<file path="config.mk">
export PLATFORM = sky130hd
export DESIGN_NAME = control_sequencer
export DESIGN_NICKNAME = d
export VERILOG_FILES = /design/src/rtl/control_sequencer.sv
export SDC_FILE = /design/constraint.sdc
export NUM_CORES = 1
export LEC_CHECK = 0
export CAP_MARGIN = 20
export CORE_MARGIN = 2
export CORE_UTILIZATION = 44
export DETAILED_ROUTE_END_ITERATION = 6
export GPL_TIMING_DRIVEN = 0
export PLACE_DENSITY = 0.85
export SETUP_SLACK_MARGIN = 0.5
export SKIP_LAST_GASP = 1
export SLEW_MARGIN = 10
export SYNTH_ARGS = -nofsm -noshare
export SYNTH_HDL_FRONTEND = slang
export SYNTH_SLANG_ARGS = --single-unit
</file>
<file path="constraint.sdc">
create_clock -name clk -period 3 [get_ports clk]
set_input_delay 0.6 -clock clk [delete_from_list [all_inputs] [get_ports clk]]
set_output_delay 0.6 -clock clk [all_outputs]
set_load 0.1 [all_outputs]
</file>
<file path="src/rtl/control_sequencer.sv">
// control_sequencer: Moore-FSM control unit for the 32-bit datapath.
// Fetches an instruction through a Read/Write + mem_ack handshake, decodes
// ir[31:27] and issues one micro-step of datapath strobes per clock.
// Optional build macro: CU_MEM_TIMEOUT_EN enables a memory-wait watchdog
// that halts the sequencer with fault=1 after MEM_TIMEOUT unacknowledged clocks.
module control_sequencer #(
  parameter int unsigned RESET_CYCLES = 2,        // cycles held in S_RESET (1..256)
  parameter logic [4:0]  ADD_OP       = 5'b00011, // alu_op for address/PC arithmetic
  parameter int unsigned MEM_TIMEOUT  = 15        // watchdog limit (1..256)
) (
  input  logic        clk,
  input  logic        reset_n,
  input  logic [31:0] ir,
  input  logic        con_ff,
  input  logic        mem_ack,
  input  logic        stop,
  output logic        Gra,
  output logic        Grb,
  output logic        Grc,
  output logic        Rin,
  output logic        Rout,
  output logic        BAout,
  output logic        PCout,
  output logic        PCin,
  output logic        IncPC,
  output logic        MARin,
  output logic        MDRin,
  output logic        MDRout,
  output logic        IRin,
  output logic        Yin,
  output logic        Zin,
  output logic        Zlowout,
  output logic        Cout,
  output logic        CONin,
  output logic        Read,
  output logic        Write,
  output logic [4:0]  alu_op,
  output logic        run,
  output logic        illegal,
  output logic        fault
);

  // Sequencer states
  localparam logic [3:0] S_RESET = 4'd0;
  localparam logic [3:0] T0      = 4'd1;
  localparam logic [3:0] T1      = 4'd2;
  localparam logic [3:0] T2      = 4'd3;
  localparam logic [3:0] T3      = 4'd4;
  localparam logic [3:0] T4      = 4'd5;
  localparam logic [3:0] T5      = 4'd6;
  localparam logic [3:0] T6      = 4'd7;
  localparam logic [3:0] T7      = 4'd8;
  localparam logic [3:0] S_HALT  = 4'd9;

  // Opcodes that this sequencer implements
  localparam logic [4:0] OP_LD   = 5'b00000;
  localparam logic [4:0] OP_LDI  = 5'b00001;
  localparam logic [4:0] OP_ST   = 5'b00010;
  localparam logic [4:0] OP_ADD  = 5'b00011; // first register ALU op
  localparam logic [4:0] OP_OR   = 5'b01010; // last register ALU op
  localparam logic [4:0] OP_ADDI = 5'b01011; // first immediate ALU op
  localparam logic [4:0] OP_ORI  = 5'b01101; // last immediate ALU op
  localparam logic [4:0] OP_BR   = 5'b10010;
  localparam logic [4:0] OP_JR   = 5'b10011;
  localparam logic [4:0] OP_NOP  = 5'b11001;
  localparam logic [4:0] OP_HALT = 5'b11010;

  localparam logic [7:0] RST_LAST = 8'(RESET_CYCLES - 1);

  logic [3:0] state_reg, state_next;
  logic [7:0] rst_cnt_reg;
  logic [4:0] opcode_reg;
  logic [3:0] finish_state;

  logic is_ld, is_ldi, is_st, is_alu, is_imm, is_br, is_jr, is_nop, is_halt, is_bad;

  // Only the opcode field steers the sequencer; register fields go to select/encode.
  logic unused_ir_bits;
  assign unused_ir_bits = ^ir[26:0];

  // Instruction class of the opcode captured during T2
  always_comb begin
    is_ld   = (opcode_reg == OP_LD);
    is_ldi  = (opcode_reg == OP_LDI);
    is_st   = (opcode_reg == OP_ST);
    is_alu  = (opcode_reg >= OP_ADD) && (opcode_reg <= OP_OR);
    is_imm  = (opcode_reg >= OP_ADDI) && (opcode_reg <= OP_ORI);
    is_br   = (opcode_reg == OP_BR);
    is_jr   = (opcode_reg == OP_JR);
    is_nop  = (opcode_reg == OP_NOP);
    is_halt = (opcode_reg == OP_HALT);
    is_bad  = !(is_ld || is_ldi || is_st || is_alu || is_imm ||
                is_br || is_jr || is_nop || is_halt);
  end

  // The last step of every instruction honours a pending stop request.
  assign finish_state = stop ? S_HALT : T0;

`ifdef CU_MEM_TIMEOUT_EN
  localparam logic [7:0] WAIT_LAST = 8'(MEM_TIMEOUT - 1);

  logic [7:0] wait_cnt_reg;
  logic       fault_reg;
  logic       mem_step;
  logic       timeout_hit;

  // Read/Write steps are never back to back, so the counter is cleared in any
  // other step and therefore starts at zero on entry to each of them.
  assign mem_step    = (state_reg == T1) || ((state_reg == T6) && is_ld) ||
                       ((state_reg == T7) && is_st);
  assign timeout_hit = mem_step && !mem_ack && (wait_cnt_reg == WAIT_LAST);
  assign fault       = fault_reg;

  // Memory wait watchdog; fault stays set until reset
  always_ff @(posedge clk or negedge reset_n) begin
    if (!reset_n) begin
      wait_cnt_reg <= 8'd0;
      fault_reg    <= 1'b0;
    end else begin
      if (!mem_step)
        wait_cnt_reg <= 8'd0;
      else if (!mem_ack)
        wait_cnt_reg <= wait_cnt_reg + 8'd1;
      if (timeout_hit)
        fault_reg <= 1'b1;
    end
  end
`else
  logic unused_timeout_cfg;
  assign unused_timeout_cfg = (MEM_TIMEOUT == 0);
  assign fault = 1'b0;
`endif

  // Next micro-step
  always_comb begin
    state_next = state_reg;
    case (state_reg)
      S_RESET: if (rst_cnt_reg == RST_LAST) state_next = T0;
      T0:      state_next = T1;
      T1:      if (mem_ack) state_next = T2;
      T2:      state_next = T3;
      T3: begin
        if (is_halt)
          state_next = S_HALT;
        else if (is_alu || is_imm || is_ldi || is_ld || is_st || is_br)
          state_next = T4;
        else
          state_next = finish_state;
      end
      T4:      state_next = T5;
      T5:      state_next = (is_ld || is_st || is_br) ? T6 : finish_state;
      T6: begin
        if (is_br)
          state_next = finish_state;
        else if (is_st || mem_ack)
          state_next = T7;
      end
      T7: begin
        if (is_ld || mem_ack)
          state_next = finish_state;
      end
      S_HALT:  state_next = S_HALT;
      default: state_next = S_HALT;
    endcase
`ifdef CU_MEM_TIMEOUT_EN
    if (timeout_hit)
      state_next = S_HALT;
`endif
  end

  // State, reset-hold counter and opcode capture
  always_ff @(posedge clk or negedge reset_n) begin
    if (!reset_n) begin
      state_reg   <= S_RESET;
      rst_cnt_reg <= 8'd0;
      opcode_reg  <= 5'd0;
    end else begin
      state_reg <= state_next;
      if ((state_reg == S_RESET) && (rst_cnt_reg != RST_LAST))
        rst_cnt_reg <= rst_cnt_reg + 8'd1;
      if (state_reg == T2)
        opcode_reg <= ir[31:27];
    end
  end

  // Strobe decode: outputs depend on the state (and con_ff for the branch commit)
  always_comb begin
    Gra = 1'b0; Grb = 1'b0; Grc = 1'b0; Rin = 1'b0; Rout = 1'b0; BAout = 1'b0;
    PCout = 1'b0; PCin = 1'b0; IncPC = 1'b0; MARin = 1'b0; MDRin = 1'b0;
    MDRout = 1'b0; IRin = 1'b0; Yin = 1'b0; Zin = 1'b0; Zlowout = 1'b0;
    Cout = 1'b0; CONin = 1'b0; Read = 1'b0; Write = 1'b0;
    alu_op  = 5'd0;
    illegal = 1'b0;
    run     = (state_reg >= T0) && (state_reg <= T7);
    case (state_reg)
      T0: begin PCout = 1'b1; MARin = 1'b1; IncPC = 1'b1; Zin = 1'b1; end
      T1: begin Zlowout = 1'b1; PCin = 1'b1; Read = 1'b1; MDRin = 1'b1; end
      T2: begin MDRout = 1'b1; IRin = 1'b1; end
      T3: begin
        if (is_alu || is_imm) begin
          Grb = 1'b1; Rout = 1'b1; Yin = 1'b1;
        end else if (is_ldi || is_ld || is_st) begin
          Grb = 1'b1; BAout = 1'b1; Yin = 1'b1;
        end else if (is_br) begin
          Gra = 1'b1; Rout = 1'b1; CONin = 1'b1;
        end else if (is_jr) begin
          Gra = 1'b1; Rout = 1'b1; PCin = 1'b1;
        end else if (is_bad) begin
          illegal = 1'b1;
        end
      end
      T4: begin
        if (is_alu) begin
          Grc = 1'b1; Rout = 1'b1; Zin = 1'b1; alu_op = opcode_reg;
        end else if (is_imm) begin
          Cout = 1'b1; Zin = 1'b1; alu_op = opcode_reg;
        end else if (is_ldi || is_ld || is_st) begin
          Cout = 1'b1; Zin = 1'b1; alu_op = ADD_OP;
        end else if (is_br) begin
          PCout = 1'b1; Yin = 1'b1;
        end
      end
      T5: begin
        if (is_alu || is_imm || is_ldi) begin
          Zlowout = 1'b1; Gra = 1'b1; Rin = 1'b1;
        end else if (is_ld || is_st) begin
          Zlowout = 1'b1; MARin = 1'b1;
        end else if (is_br) begin
          Cout = 1'b1; Zin = 1'b1; alu_op = ADD_OP;
        end
      end
      T6: begin
        if (is_ld) begin
          Read = 1'b1; MDRin = 1'b1;
        end else if (is_st) begin
          Gra = 1'b1; Rout = 1'b1; MDRin = 1'b1;
        end else if (is_br) begin
          Zlowout = 1'b1; PCin = con_ff;
        end
      end
      T7: begin
        if (is_ld) begin
          MDRout = 1'b1; Gra = 1'b1; Rin = 1'b1;
        end else if (is_st) begin
          Write = 1'b1;
        end
      end
      default: ;
    endcase
  end

endmodule

</file>
==> run_results.csv <==
group,metric,value,unit
run_status,status,"completed",
yosys,yosys_register_bits,17,
final_layout,seq_area,427.9,um2
route,routed_wl,4.456,mm
critical_path,cp-end-kind,"output pin",
final_layout,nets,260,
sta,max_freq,0.3576,GHz
min_path,hp-class,"reg -> reg",
route,final_antenna_net_count,0,
route,drt_iter0_markers,60,
cts,clkTransAtPathRegs,100,ps
route,avgRoutedWirePerCell,16.88,um
route,viasPerCell,5.758,
final_layout,layout_common_cells,"16 x buf_4, 15 x dfrtp_1, 12 x buf_6",
global_route,antenna_found_initial,0,
yosys,synth_warnings,0,
floorplan,die_x,60.11,um
sta,hold_viol_final,0,
cts,root_buffer,"clkbuf_4",
placed_design,io_buffers,35,
power,swShare,0.2355,
critical_path,worstSetupStartpointType,"flip-flop",
cts,cts_tree,"done",
critical_path,crit_chain,"or3_4, or3_4, or2_4, o21ai_4, nand3b_1, buf_12",
critical_path,critPathTopFamily,"simple AND/OR/NAND/NOR gates",
sta,tightest_slew,733.1,ps
final_layout,multiInputGateArea,0.001124,mm2
power,p_clk_frac,0.313,
critical_path,worstPathRequired,2400,ps
critical_path,path_buf_inv,1,
cts,cts_buffers,3,
final_layout,largest_register_ffs,8,
route,first_pass_iters,4,
yosys,synth.distinct_cells,48,
global_route,grt_usage,0.2580,
global_route,grt_pass1_vias,1530,
placed_design,dp_hpwl,3.042,mm
sta,setup_violations,0,
sta,slew_headroom,0.5097,
power,pwr-share-comb,0.085,
sta,slew_viol_final,0,
critical_path,cpMaxStageDelayCell,"dfrtp_1",
power,p_switching,89.63,uW
sta,post-route-period-util,0.9321,
yosys,async_reset_ff_frac,1.000,
final_layout,final_cells,264,
placed_design,place_inst,249,
floorplan,core-area,0.003028,mm2
cts,clock-sinks,17,
global_route,grt_pass1_wl,6.982,mm
floorplan,die_y,60.11,um
floorplan,start_util,0.4574,
power,internal-power,291.0,uW
critical_path,critical-path-max-stage-delay,430,ps
final_layout,antenna_cells,0,
yosys,synth_cells,169,
power,pwr-share-seq,0.602,
power,p_leak,0.001017,uW
final_layout,final_common_cell,"buf_4",
cts,h-tree-depth,1,
final_layout,utilization,0.7707,
floorplan,fp-row-count,20,
global_route,grt_overflow_total,0,
final_layout,area_delta_synth_final,68.47,%
final_layout,fill_cells,199,
critical_path,crit_fanout,3,
critical_path,cp.arrival,2200,ps
critical_path,path_class,"reg -> out",
yosys,ys.flop_type,"dfrtp_1",
sta,fin_setup_tns,0,ps
route,drc_errors,0,
sta,rsz0062_at_grt,"yes",
power,vdd_ir_drop_max,216.3,uV
yosys,synth_edf_count,0,
sta,whs,497.4,ps
cts,clock_latency,290,ps
power,p_per_area,163.1,mW/mm2
sta,period_minus_slack,2796,ps
placed_design,place_area,0.002019,mm2
placed_design,globalplace.congestion,0.8275,
final_layout,drive_above_1_share,0.4636,
cts,hold_buffers,0,
floorplan,die_area,0.003613,mm2
floorplan,io_pins,65,
final_layout,final_area,0.002333,mm2
cts,cts_max_path_buffers,2,
global_route,grt_max_degree,18,
critical_path,crit_path_frequent_cell,"or3_4",
yosys,synth_area_per_cell,8.196,um2
yosys,ys_seq_area_frac,0.3071,
yosys,syn_area,0.001385,mm2
sta,fin_skew,9.923,ps
flow_run,drv_cap,0,
route,vias,1520,
-- path summary, 6_finish.rpt --
kind,start,end,slack [ps],depth (start not counted)
worst max-delay path,opcode_reg[0]$_DFFE_PN0P_,Gra,200,6
worst min-delay path,rst_cnt_reg[7]$_DFFE_PN0P_,rst_cnt_reg[7]$_DFFE_PN0P_,500,1
worst max register to register,opcode_reg[0]$_DFFE_PN0P_,state_reg[3]$_DFFE_PN0P_,920,6
worst min register to register,rst_cnt_reg[7]$_DFFE_PN0P_,rst_cnt_reg[7]$_DFFE_PN0P_,500,1
max in group asynchronous,reset_n,state_reg[0]$_DFFE_PN0P_,1750,1
min in group asynchronous,reset_n,rst_cnt_reg[0]$_DFFE_PN0P_,740,1
-- synthesized netlist by cell type (all sizes together), types with 3 or more instances --
master  instances  area share
nand2          11       0.030
buf             6       0.024
mux2            4       0.033
clkbuf          8       0.022
dfrtp          17        0.31
nand4           3       0.014
inv             8       0.022
or3             3       0.021
nand3           8       0.029
xnor2           8       0.051
and2            3       0.014
a21oi           7       0.025
nor2           14       0.038
o21a            4       0.022
nor4b           3       0.019
o22ai           4       0.018
nand2b          6       0.027
a21boi          3       0.019
o21ai          11       0.040
o31ai           3       0.016
nor3            5       0.022
nor2b           3       0.014
-- repair_timing --
| item | 4_1_cts | 5_1_grt |
|---|---|---|
| endpoints found under the hold margin | 0 | 0 |
| endpoints found under the setup margin | 26 | 24 |
| pin swaps | 5 | 4 |
| buffers inserted | 6 | 5 |
| gates resized for setup | 193 | 32 |
| cloned | 0 | 0 |
-- layout make-up --
type	instances	share of cell area
Buffer	14	0.04879
Clock buffer	3	0.009651
Clock inverter	1	0.002145
Inverter	8	0.01287
Multi-Input combinational cell	131	0.4815
Sequential cell	17	0.1834
Tap cell	44	0.02359
Timing Repair Buffer	46	0.2381
-- cells by family (layout without fill, tap and decap cells) --
| family | count (synthesis) | count (layout) | synth area share |
|---|---|---|---|
| other | 1 | 2 | 0.002707 |
| adders and majority gates | 2 | 2 | 0.01806 |
| xor gates and xnor gates | 10 | 10 | 0.06324 |
| and+or+nand+nor | 71 | 71 | 0.2945 |
| AOI/OAI and AO/OA | 42 | 42 | 0.2141 |
| DFF | 17 | 17 | 0.3071 |
| muxes | 4 | 4 | 0.03252 |
| buffers and inverters | 22 | 72 | 0.06774 |
-- worst register-to-register path, delay by kind of cell, from the launching register on --
kind            cells  cell delay (ps)
simple gates        3              840
compound gates      2              540
flops               1              430
buf+inv             1              150
-- power by group through the flow --
stage | registers, uW | clock network [uW] | logic (uW)
floorplan | 234 | 0 | 14.9
global placement | 233 | 0 | 31.3
detailed placement | 233 | 0 | 32.0
CTS | 229 | 124 | 32.1
global route | 229 | 137 | 34.4
finish | 229 | 119 | 32.4
-- metal layers --
| layer | part of all wire | vias to the layer above | wire length, um | global-route usage |
|---|---|---|---|---|
| met5 | 0 | - | 0 | 0 |
| met4 | 0.024 | 0 | 106 | 0.1016 |
| met3 | 0.058 | 11 | 258 | 0.02597 |
| met2 | 0.54 | 69 | 2390 | 0.4767 |
| met1 | 0.38 | 731 | 1700 | 0.3007 |
| li1 | - | 709 | - | - |
-- per-stage QoR --
step / worst slack [ps] / total power [uW]
after detailed placement: -409.8 / 265.5
after CTS: 230.2 / 384.6
after floorplan: -102.7 / 248.5
after global placement: -395.6 / 264.8
after global routing: 155.2 / 400.4
final: 203.7 / 380.6
No activity file was read; power rests on OpenSTA's default activity.
==> RTL change: new RTL, same flow settings <==
Build with the macro `CU_MEM_TIMEOUT_EN` defined.
--- a/src/rtl/control_sequencer.sv
+++ b/src/rtl/control_sequencer.sv
@@ -5,2 +5,4 @@
 // that halts the sequencer with fault=1 after MEM_TIMEOUT unacknowledged clocks.
+`define CU_MEM_TIMEOUT_EN
+
 module control_sequencer #(
Behaviour: no difference found for any inputs over 10 cycles, from zero or initial values and one cycle with reset_n low; that may be too few to reach the edited logic, so the function may still have changed.
==> RTL change against the unedited design <==
- sequential cell count up 9
- setup slack better by 0.045 ns
- area after synthesis up 32%
- register-to-register slack worse by 0.26 ns
- final area up 30%
- wire length up 28%
- synthesized cell count up 26%
- power up 50%
- highest routed layer unchanged
- die area up 29%
- worst hold slack worse by 0.013 ns
- non-clock buffer count up 16
- clock skew down 0.0074 ns
- sequential power up 53%
==> RTL change: results (changes against the unedited design) <==
post-synthesis compound-gate area fraction = 15.5% (-5.9 points)
met2 Use GR = 39.4% (-8.2 points)
static leakage = 0.00126 uW (+24%)
Area contributors post-synth = dfrtp_1 (36%), nor2_1 (4.7%), xnor2_1 (3.8%), mux2_2 (3.7%), o21ai_0 (3.6%)
DR vias = 1,880 (+24%)
share of cells above drive strength 1 = 45.2% (-1.2 points)
dpl cells = 299 (+20%)
FF-to-FF Start = state_reg[1]$_DFFE_PN0P_
clk_skew = 0.00253 ns (-0.00740 ns)
top cells by count, synth = dfrtp_1 (26), nor2_1 (23), nand2_1 (13), o21ai_0 (13), a21oi_1 (10)
clock-pin slew on the worst setup and hold paths = 0.08 ns (-0.02 ns)
mux cell area share after synthesis = 4.26% (+1.0 points)
Routed met3 length = 351 um (+36%)
number of vias per cell = 5.71 (-0.75%)
Switching Share = 20.2% (-3.4 points)
final WL = 5730 um (+28%)
vias in the first global route = 1,659 (+8.4%)
status = finished, final reports clean
length of routed met2 wiring = 3080 um (+29%)
HPWL after DPL = 3410 um (+12%)
drt first-iter violations = 154 (+160%)
clock root cell = clkbuf_8
GP Congestion = 0.859 (+3.8%)
Pre-antenna DRT Iters = 4 (unchanged)
GRT met1 Usage = 27.6% (-2.5 points)
Tightest Pin Transition = 0.974 ns (+0.241 ns)
fin nets = 322 (+24%)
CP max stage delay = 0.57 ns (+0.14 ns)
Synth Area in XOR/XNOR = 7.21% (+0.89 points)
r2r setup slk = 0.66 ns (-0.26 ns)
dpl cell area = 2470 sq um (+22%)
antenna diode count = 0 (unchanged)
Crit Reg-Reg Endpoint = state_reg[0]$_DFFE_PN0P_
H-Tree Depth = 1 (unchanged)
Die Span X = 68.3 um (+14%)
Worst Reg-to-Reg Cells = 8 (+2)
pre-CTS WS = -0.603 ns (-0.193 ns)
Worst-Skew Late Latency = 0.26 ns (-0.03 ns)
library cells used by synthesis = 51 (+6.3%)
register area share after synthesis = 35.7% (+5.0 points)
crit path time final = 2.75 ns (-0.0455 ns)
maximum VDD drop = 0.000269 V (+24%)
syn avg cell area = 8.55 sq um (+4.4%)
cell area after synthesis = 1820 sq um (+32%)
gr usage total = 22.2% (-3.6 points)
critical path peak fanout = 4 (+1)
Yosys warnings = 0 (unchanged)
slowest CP cell = or4b_4
Synth Area in Adders = 2.75% (+0.94 points)
met3 usage = 2.14% (-0.46 points)
critical path arrival = 2.15 ns (-0.05 ns)
Routed met1 length = 2180 um (+28%)
first-pass GRT wire length = 7720 um (+11%)
[RTL change: cell count changes in the layout (fill, tap and decap cells not counted), sizes merged, moves of 5 or more]
cell,before,now
dfrtp,17,26
o21ai,11,16
nor2,14,23
buf,45,61
xor2,2,7
[RTL change: layout make-up]
type | instances | area, sq um
plain buffers | 13 | 133
clock buffers | 3 | 41.3
fillers | 256 | 976
inverters | 7 | 26.3
multi-input cells | 167 | 1390
flip-flops and latches | 26 | 653
well taps | 50 | 62.6
repair buffers | 63 | 718
[RTL change: power by group through the flow]
| stage | clock network [uW] | logic (uW) | registers, uW |
|---|---|---|---|
| 3_5_place_dp | 0 | 32.2 | 357 |
| 6_report | 186 | 33.2 | 350 |
| 4_1_cts | 195 | 32.6 | 350 |
| 5_1_grt | 207 | 35.7 | 350 |
| 2_1_floorplan | 0 | 9.62 | 357 |
| 3_3_place_gp | 0 | 27.9 | 357 |
[RTL change: repair_timing]
item / in CTS / in global routing
pin swaps: 11 / 10
buffers inserted: 17 / 10
resized for setup: 212 / 49
setup endpoints to repair: 26 / 24
[RTL change: worst min path at each step]
| stage | start | to | slack (ns) | depth (start not counted) |
|---|---|---|---|---|
| after floorplan | reset_n | fault$_DFFE_PN0P_ | 0.30 | 0 |
| after global placement | fault$_DFFE_PN0P_ | fault$_DFFE_PN0P_ | 0.45 | 1 |
| after detailed placement | fault$_DFFE_PN0P_ | fault$_DFFE_PN0P_ | 0.47 | 1 |
| after CTS | fault$_DFFE_PN0P_ | fault$_DFFE_PN0P_ | 0.49 | 1 |
| after global routing | rst_cnt_reg[7]$_DFFE_PN0P_ | rst_cnt_reg[7]$_DFFE_PN0P_ | 0.50 | 1 |
| final | rst_cnt_reg[7]$_DFFE_PN0P_ | rst_cnt_reg[7]$_DFFE_PN0P_ | 0.48 | 1 |
